$ cat config.mk
export PLATFORM = sky130hd
export DESIGN_NAME = vita49_pkt_arbiter_flat
export DESIGN_NICKNAME = d
export VERILOG_FILES = /design/src/rtl/vita49_pkt_arbiter_if.sv /design/src/rtl/vita49_pkt_arbiter.sv /design/src/flat_wrapper.sv
export SDC_FILE = /design/constraint.sdc
export NUM_CORES = 1
export LEC_CHECK = 0
export BUFFER_PORTS_ARGS = -buffer_cell sky130_fd_sc_hd__buf_4
export CAP_MARGIN = 20
export CORE_MARGIN = 3
export CORE_UTILIZATION = 48
export CTS_CLUSTER_SIZE = 40
export DETAILED_ROUTE_END_ITERATION = 8
export PLACE_DENSITY = 0.95
export SYNTH_ARGS = -nofsm -noshare
export SYNTH_HDL_FRONTEND = slang
export SYNTH_SLANG_ARGS = --single-unit
$ cat constraint.sdc
create_clock -name AXIS_ACLK -period 3.7 [get_ports AXIS_ACLK]
set_input_delay 0.555 -clock AXIS_ACLK [delete_from_list [all_inputs] [get_ports AXIS_ACLK]]
set_output_delay 0.555 -clock AXIS_ACLK [all_outputs]
set_load 0.01 [all_outputs]
$ cat src/rtl/vita49_pkt_arbiter_if.sv
// vita49_pkt_arbiter_if: stream bundle around the packet arbiter.
// The slave modport is the arbiter's view: it consumes the N_PORTS source
// streams and drives the merged stream. The master modport is the
// surrounding fabric's view: it drives the sources and consumes the merge.
interface vita49_pkt_arbiter_if #(
    parameter int N_PORTS = 2,
    parameter int ID_W    = 3
);
    logic [N_PORTS-1:0]    S_AXIS_TVALID;
    logic [N_PORTS-1:0]    S_AXIS_TREADY;
    logic [64*N_PORTS-1:0] S_AXIS_TDATA;
    logic [N_PORTS-1:0]    S_AXIS_TLAST;
    logic                  M_AXIS_TVALID;
    logic [63:0]           M_AXIS_TDATA;
    logic                  M_AXIS_TLAST;
    logic [ID_W-1:0]       M_AXIS_TID;
    logic                  M_AXIS_TREADY;

    modport slave (
        input  S_AXIS_TVALID, S_AXIS_TDATA, S_AXIS_TLAST, M_AXIS_TREADY,
        output S_AXIS_TREADY, M_AXIS_TVALID, M_AXIS_TDATA, M_AXIS_TLAST, M_AXIS_TID
    );

    modport master (
        output S_AXIS_TVALID, S_AXIS_TDATA, S_AXIS_TLAST, M_AXIS_TREADY,
        input  S_AXIS_TREADY, M_AXIS_TVALID, M_AXIS_TDATA, M_AXIS_TLAST, M_AXIS_TID
    );
endinterface

$ cat src/rtl/vita49_pkt_arbiter.sv
// vita49_pkt_arbiter: packet-granular round-robin merge of N_PORTS 64-bit
// VITA-49 AXI-Stream sources into one registered stream. A grant is locked
// from the first beat to TLAST, and the source index rides on M_AXIS_TID.
// Optional feature: define VITA49_PKT_ARB_STATS_EN to add per-port packet
// counters (pkt_cnt) with a synchronous clear (stats_clr).
module vita49_pkt_arbiter #(
    parameter int N_PORTS = 2,
    parameter int ID_W    = 3
) (
    input  logic                  AXIS_ACLK,
    input  logic                  AXIS_ARESET,
    input  logic                  arb_en,
    vita49_pkt_arbiter_if.slave   axis,
`ifdef VITA49_PKT_ARB_STATS_EN
    input  logic                  stats_clr,
    output logic [32*N_PORTS-1:0] pkt_cnt,
`endif
    output logic                  busy
);
    localparam int DATA_W = 64;

    typedef enum logic {IDLE, PKT} state_t;

    state_t              state;
    logic [ID_W-1:0]     grant;
    logic [ID_W-1:0]     last_grant;
    logic [ID_W-1:0]     next_grant;
    logic                req_found;

    logic                load_ok;
    logic                accept;
    logic                sel_last;
    logic [DATA_W-1:0]   sel_data;
    logic [N_PORTS-1:0]  s_ready;

    logic                vld_p1;
    logic [DATA_W-1:0]   data_p1;
    logic                last_p1;
    logic [ID_W-1:0]     tid_p1;

    // Rotating priority: first requester above last_grant, else wrap to the lowest requester.
    always_comb begin
        req_found  = 1'b0;
        next_grant = last_grant;
        for (int k = 0; k < N_PORTS; k++) begin
            if (!req_found && axis.S_AXIS_TVALID[k] && (ID_W'(k) > last_grant)) begin
                req_found  = 1'b1;
                next_grant = ID_W'(k);
            end
        end
        for (int k = 0; k < N_PORTS; k++) begin
            if (!req_found && axis.S_AXIS_TVALID[k]) begin
                req_found  = 1'b1;
                next_grant = ID_W'(k);
            end
        end
    end

    // Route the granted source to the output register; ready follows downstream ready combinationally.
    always_comb begin
        load_ok  = !vld_p1 || axis.M_AXIS_TREADY;
        s_ready  = '0;
        sel_data = '0;
        sel_last = 1'b0;
        for (int k = 0; k < N_PORTS; k++) begin
            if ((state == PKT) && (grant == ID_W'(k))) begin
                s_ready[k] = load_ok;
                sel_data   = axis.S_AXIS_TDATA[DATA_W*k +: DATA_W];
                sel_last   = axis.S_AXIS_TLAST[k];
            end
        end
        accept = |(axis.S_AXIS_TVALID & s_ready);
    end

    assign axis.S_AXIS_TREADY = s_ready;

    // Grant FSM plus the single output register stage (p1).
    always_ff @(posedge AXIS_ACLK or posedge AXIS_ARESET) begin
        if (AXIS_ARESET) begin
            state      <= IDLE;
            grant      <= '0;
            last_grant <= ID_W'(N_PORTS - 1);
            busy       <= 1'b0;
            vld_p1     <= 1'b0;
            data_p1    <= '0;
            last_p1    <= 1'b0;
            tid_p1     <= '0;
        end else begin
            case (state)
                IDLE: begin
                    if (arb_en && req_found) begin
                        grant      <= next_grant;
                        last_grant <= next_grant;
                        state      <= PKT;
                        busy       <= 1'b1;
                    end
                end
                PKT: begin
                    if (accept && sel_last) begin
                        state <= IDLE;
                        busy  <= 1'b0;
                    end
                end
                default: begin
                    state <= IDLE;
                    busy  <= 1'b0;
                end
            endcase

            // ---- stage p1: merged output register ----
            if (accept) begin
                vld_p1  <= 1'b1;
                data_p1 <= sel_data;
                last_p1 <= sel_last;
                tid_p1  <= grant;
            end else if (axis.M_AXIS_TREADY) begin
                vld_p1  <= 1'b0;
            end
        end
    end

    assign axis.M_AXIS_TVALID = vld_p1;
    assign axis.M_AXIS_TDATA  = data_p1;
    assign axis.M_AXIS_TLAST  = last_p1;
    assign axis.M_AXIS_TID    = tid_p1;

`ifdef VITA49_PKT_ARB_STATS_EN
    // Per-port completed-packet counters; clear beats increment, counters wrap.
    always_ff @(posedge AXIS_ACLK or posedge AXIS_ARESET) begin
        if (AXIS_ARESET) begin
            pkt_cnt <= '0;
        end else begin
            for (int k = 0; k < N_PORTS; k++) begin
                if (stats_clr) begin
                    pkt_cnt[32*k +: 32] <= '0;
                end else if (accept && sel_last && (grant == ID_W'(k))) begin
                    pkt_cnt[32*k +: 32] <= pkt_cnt[32*k +: 32] + 32'd1;
                end
            end
        end
    end
`endif
endmodule

$ cat src/flat_wrapper.sv
// flat-port wrapper written by rule: the top's interface ports become plain ports
module vita49_pkt_arbiter_flat 
#(
    parameter int N_PORTS = 2,
    parameter int ID_W    = 3
)
  (AXIS_ACLK, AXIS_ARESET, arb_en, busy, axis_S_AXIS_TVALID, axis_S_AXIS_TDATA, axis_S_AXIS_TLAST, axis_M_AXIS_TREADY, axis_S_AXIS_TREADY, axis_M_AXIS_TVALID, axis_M_AXIS_TDATA, axis_M_AXIS_TLAST, axis_M_AXIS_TID);
  vita49_pkt_arbiter_if #(.N_PORTS(N_PORTS), .ID_W(ID_W)) axis_i ();
  input  logic AXIS_ACLK;
  input  logic AXIS_ARESET;
  input  logic arb_en;
  output logic busy;
  input wire logic [$bits(axis_i.S_AXIS_TVALID)-1:0] axis_S_AXIS_TVALID;
  input wire logic [$bits(axis_i.S_AXIS_TDATA)-1:0] axis_S_AXIS_TDATA;
  input wire logic [$bits(axis_i.S_AXIS_TLAST)-1:0] axis_S_AXIS_TLAST;
  input wire logic [$bits(axis_i.M_AXIS_TREADY)-1:0] axis_M_AXIS_TREADY;
  output wire logic [$bits(axis_i.S_AXIS_TREADY)-1:0] axis_S_AXIS_TREADY;
  output wire logic [$bits(axis_i.M_AXIS_TVALID)-1:0] axis_M_AXIS_TVALID;
  output wire logic [$bits(axis_i.M_AXIS_TDATA)-1:0] axis_M_AXIS_TDATA;
  output wire logic [$bits(axis_i.M_AXIS_TLAST)-1:0] axis_M_AXIS_TLAST;
  output wire logic [$bits(axis_i.M_AXIS_TID)-1:0] axis_M_AXIS_TID;
  assign axis_i.S_AXIS_TVALID = axis_S_AXIS_TVALID;
  assign axis_i.S_AXIS_TDATA = axis_S_AXIS_TDATA;
  assign axis_i.S_AXIS_TLAST = axis_S_AXIS_TLAST;
  assign axis_i.M_AXIS_TREADY = axis_M_AXIS_TREADY;
  assign axis_S_AXIS_TREADY = axis_i.S_AXIS_TREADY;
  assign axis_M_AXIS_TVALID = axis_i.M_AXIS_TVALID;
  assign axis_M_AXIS_TDATA = axis_i.M_AXIS_TDATA;
  assign axis_M_AXIS_TLAST = axis_i.M_AXIS_TLAST;
  assign axis_M_AXIS_TID = axis_i.M_AXIS_TID;
  vita49_pkt_arbiter #(.N_PORTS(N_PORTS), .ID_W(ID_W)) u_core (.AXIS_ACLK(AXIS_ACLK), .AXIS_ARESET(AXIS_ARESET), .arb_en(arb_en), .axis(axis_i), .busy(busy));
endmodule
==> reports/metrics.csv <==
stage,metric,value,unit
status,status,"finished, final reports clean",
logic_synthesis,synth_top_flop_cell,dfrtp_1,
die,rows,31,
cells_and_area,final_nets,647,
timing,setup_tns,0,ns
setup_path,startpoint_type,flop,
global_routing,grt_pass1_wl,14800,um
global_routing,grt_pass1_vias,3117,
timing,grt_setup_unrepaired,false,
timing,setup_violations,0,
setup_path,critical_path_class,reg2out,
logic_synthesis,syn_area,3750,um2
run,cap_violations,0,
power_and_ir_drop,power.internal,0.00265,W
placed_design,dp_hpwl,7600,um
die,die_area,8910,um2
route,routed_wl,9800,um
clock_network,cts_buffers,9,
setup_path,crit_arrival,2.12,ns
worst_hold_path,hold_class,in2async,
setup_path,cp_num_buf_inv,2,
power_and_ir_drop,p_sw,0.00153,W
power_and_ir_drop,powerDensity,761,nW/um2
clock_network,clk_latency,0.32,ns
cells_and_area,drive_gt1_share,46.3,%
global_routing,gr-usage-all-layers,21.2,%
die,initial_core_util,50.7,%
clock_network,cts.sinks,71,
die,ios,208,
route,drc,0,
logic_synthesis,yosysWarnings,0,
clock_network,cts_resized,0,
cells_and_area,layout_common_cells,"208 x buf_4, 69 x dfrtp_1, 65 x nor2_1",
power_and_ir_drop,switching_share,36.6,%
setup_path,path_max_fanout,37,
timing,relSlewSlack,61.8,%
power_and_ir_drop,power_frac_clock,13.0,%
logic_synthesis,syn_inst,314,
global_routing,grt_max_degree,66,
placed_design,portBuffers,205,
setup_path,crit_family,flip-flops,
global_routing,grt_overflow,0,
placed_design,gp_congestion,0.714,
timing,hold_viol,0,
die,coreArea,7410,um2
timing,layout_min_cycle_time,2.67,ns
global_routing,antenna_found_initial,0,
clock_network,cts_setup_buffers,0,
cells_and_area,final_common_cell,buf_4,
setup_path,cp.required,3.14,ns
setup_path,cp-end-kind,output pin,
timing,worst_slew_pin_slew,0.574,ns
logic_synthesis,postSynthAreaPerCell,12.0,um2
clock_network,clkTransAtPathRegs,0.07,ns
clock_network,cts-htree-levels,3,
route,wl_per_cell,15.9,um
die,die_width,94.4,um
logic_synthesis,synth_cell_type_count,31,
route,final_antenna_net_count,0,
logic_synthesis,yosysSeqAreaShare,47.4,%
timing,worst_slack,1.03,ns
timing,slew_violations,0,
route,viasPerCell,5.03,
route,drt_iter0_markers,69,
placed_design,place_ws,1.11,ns
timing,fin_crit_sh,72.3,%
timing,fmax,0.374,GHz
power_and_ir_drop,ir_worst_vdd,0.391,mV
clock_network,clockBufferDepth,2,
cells_and_area,diodes,0,
power_and_ir_drop,pwr-share-comb,52.1,%
clock_network,cts_tree,built,
clock_network,cts_hold_buf,0,
power_and_ir_drop,power_frac_seq,34.9,%
logic_synthesis,async_reset_ff_share,100,%
route,num_vias,3092,
power_and_ir_drop,leakage,2.92,nW
timing,finalClockSkew,0.0102,ns
logic_synthesis,yosys_register_bits,71,
setup_path,cp_common_cell,buf_4,
logic_synthesis,synth_enable_flop_cells,0,
route,drt-pass1-iter-count,6,
cells_and_area,syn_to_final_growth,46.5,%
power_and_ir_drop,p_total,0.00418,W
die,die_y,94.4,um
setup_path,slowest_delay,0.78,ns
setup_path,slowest_stage,dfrtp_4,
clock_network,cts_root_buffer,clkbuf_8,
setup_path,path_cells,"buf_4, and3_1, buf_4",
-- registers in the layout (all words and copies together), names as in the netlist --
name / cells
u_core.axis.M_AXIS_TLAST: 1
u_core.grant: 1
u_core.axis.M_AXIS_TDATA: 64
u_core.axis.M_AXIS_TID: 1
u_core.last_grant: 1
u_core.busy: 1
u_core.state: 1
u_core.axis.M_AXIS_TVALID: 1
-- through the flow --
stage	hold slack (ns)	instances	util [%]	area [um2]
after detailed placement	0.482	597	71.4	5290
after global routing	0.291	615	74.2	5500
after floorplan	0.451	315	-	3760
final	0.268	615	74.2	5500
after CTS	0.498	613	73.7	5460
after global placement	0.461	597	71.4	5290
-- per-layer routing --
metal / wire [um] / global-route usage [%] / share of wire (%)
met1: 3640 / 23.7 / 37
met2: 5140 / 38.7 / 52
met3: 787 / 4.62 / 8.0
met4: 241 / 9.15 / 2.5
met5: 0 / 0 / 0
-- cells in the mapped netlist (2+ instances only) --
cell | count | area, um2
mux2i_1 | 64 | 641
mux2_1 | 54 | 608
inv_1 | 2 | 7.51
mux2_4 | 11 | 165
nand3b_1 | 2 | 15.0
dfrtp_1 | 70 | 1750
clkbuf_1 | 6 | 22.5
buf_2 | 10 | 50.1
buf_4 | 4 | 30.0
buf_6 | 3 | 33.8
buf_8 | 2 | 30.0
nand2_1 | 3 | 11.3
nor2_1 | 65 | 244
-- logic make-up (layout without fill, tap and decap cells) --
| kind of cell | count (synthesis) | in the layout | synth area share [%] |
|---|---|---|---|
| mux | 130 | 130 | 38.0 |
| simple gates | 75 | 75 | 8.10 |
| flops | 71 | 71 | 47.4 |
| buf+inv | 28 | 229 | 4.73 |
| compound gates | 9 | 9 | 1.70 |
| other cells | 1 | 2 | 0.0999 |
-- final cells by class --
cell class	count	area (um2)
clock buffer	15	166
timing repair buffer	210	1600
inverter	3	11.3
tap	99	124
clock inverter	1	5.00
fill	514	1910
multi-input combinational	216	1810
sequential	71	1780
-- power groups by stage --
stage | logic, W | registers (W) | clock network, W
detailed placement | 0.00220 | 0.00147 | 0
global placement | 0.00211 | 0.00145 | 0
floorplan | 0.00129 | 0.00150 | 0
CTS | 0.00219 | 0.00146 | 0.000556
finish | 0.00218 | 0.00146 | 0.000543
global route | 0.00236 | 0.00151 | 0.000597
-- final timing paths --
check | from | to | slack (ns) | depth (start not counted)
setup / recovery | u_core.grant[0] | axis_S_AXIS_TREADY[1] | 1.03 | 3
hold / removal | AXIS_ARESET | u_core.axis.M_AXIS_TDATA[11] | 0.27 | 2
setup reg to reg | u_core.grant[0] | u_core.axis.M_AXIS_TDATA[31] | 1.13 | 4
hold reg to reg | u_core.axis.M_AXIS_TDATA[53] | u_core.axis.M_AXIS_TDATA[53] | 0.49 | 1
max in group asynchronous | AXIS_ARESET | u_core.axis.M_AXIS_TDATA[34] | 2.56 | 4
min in group AXIS_ACLK | u_core.axis.M_AXIS_TDATA[53] | u_core.axis.M_AXIS_TDATA[53] | 0.49 | 1
No activity file was read; power rests on OpenSTA's default activity.
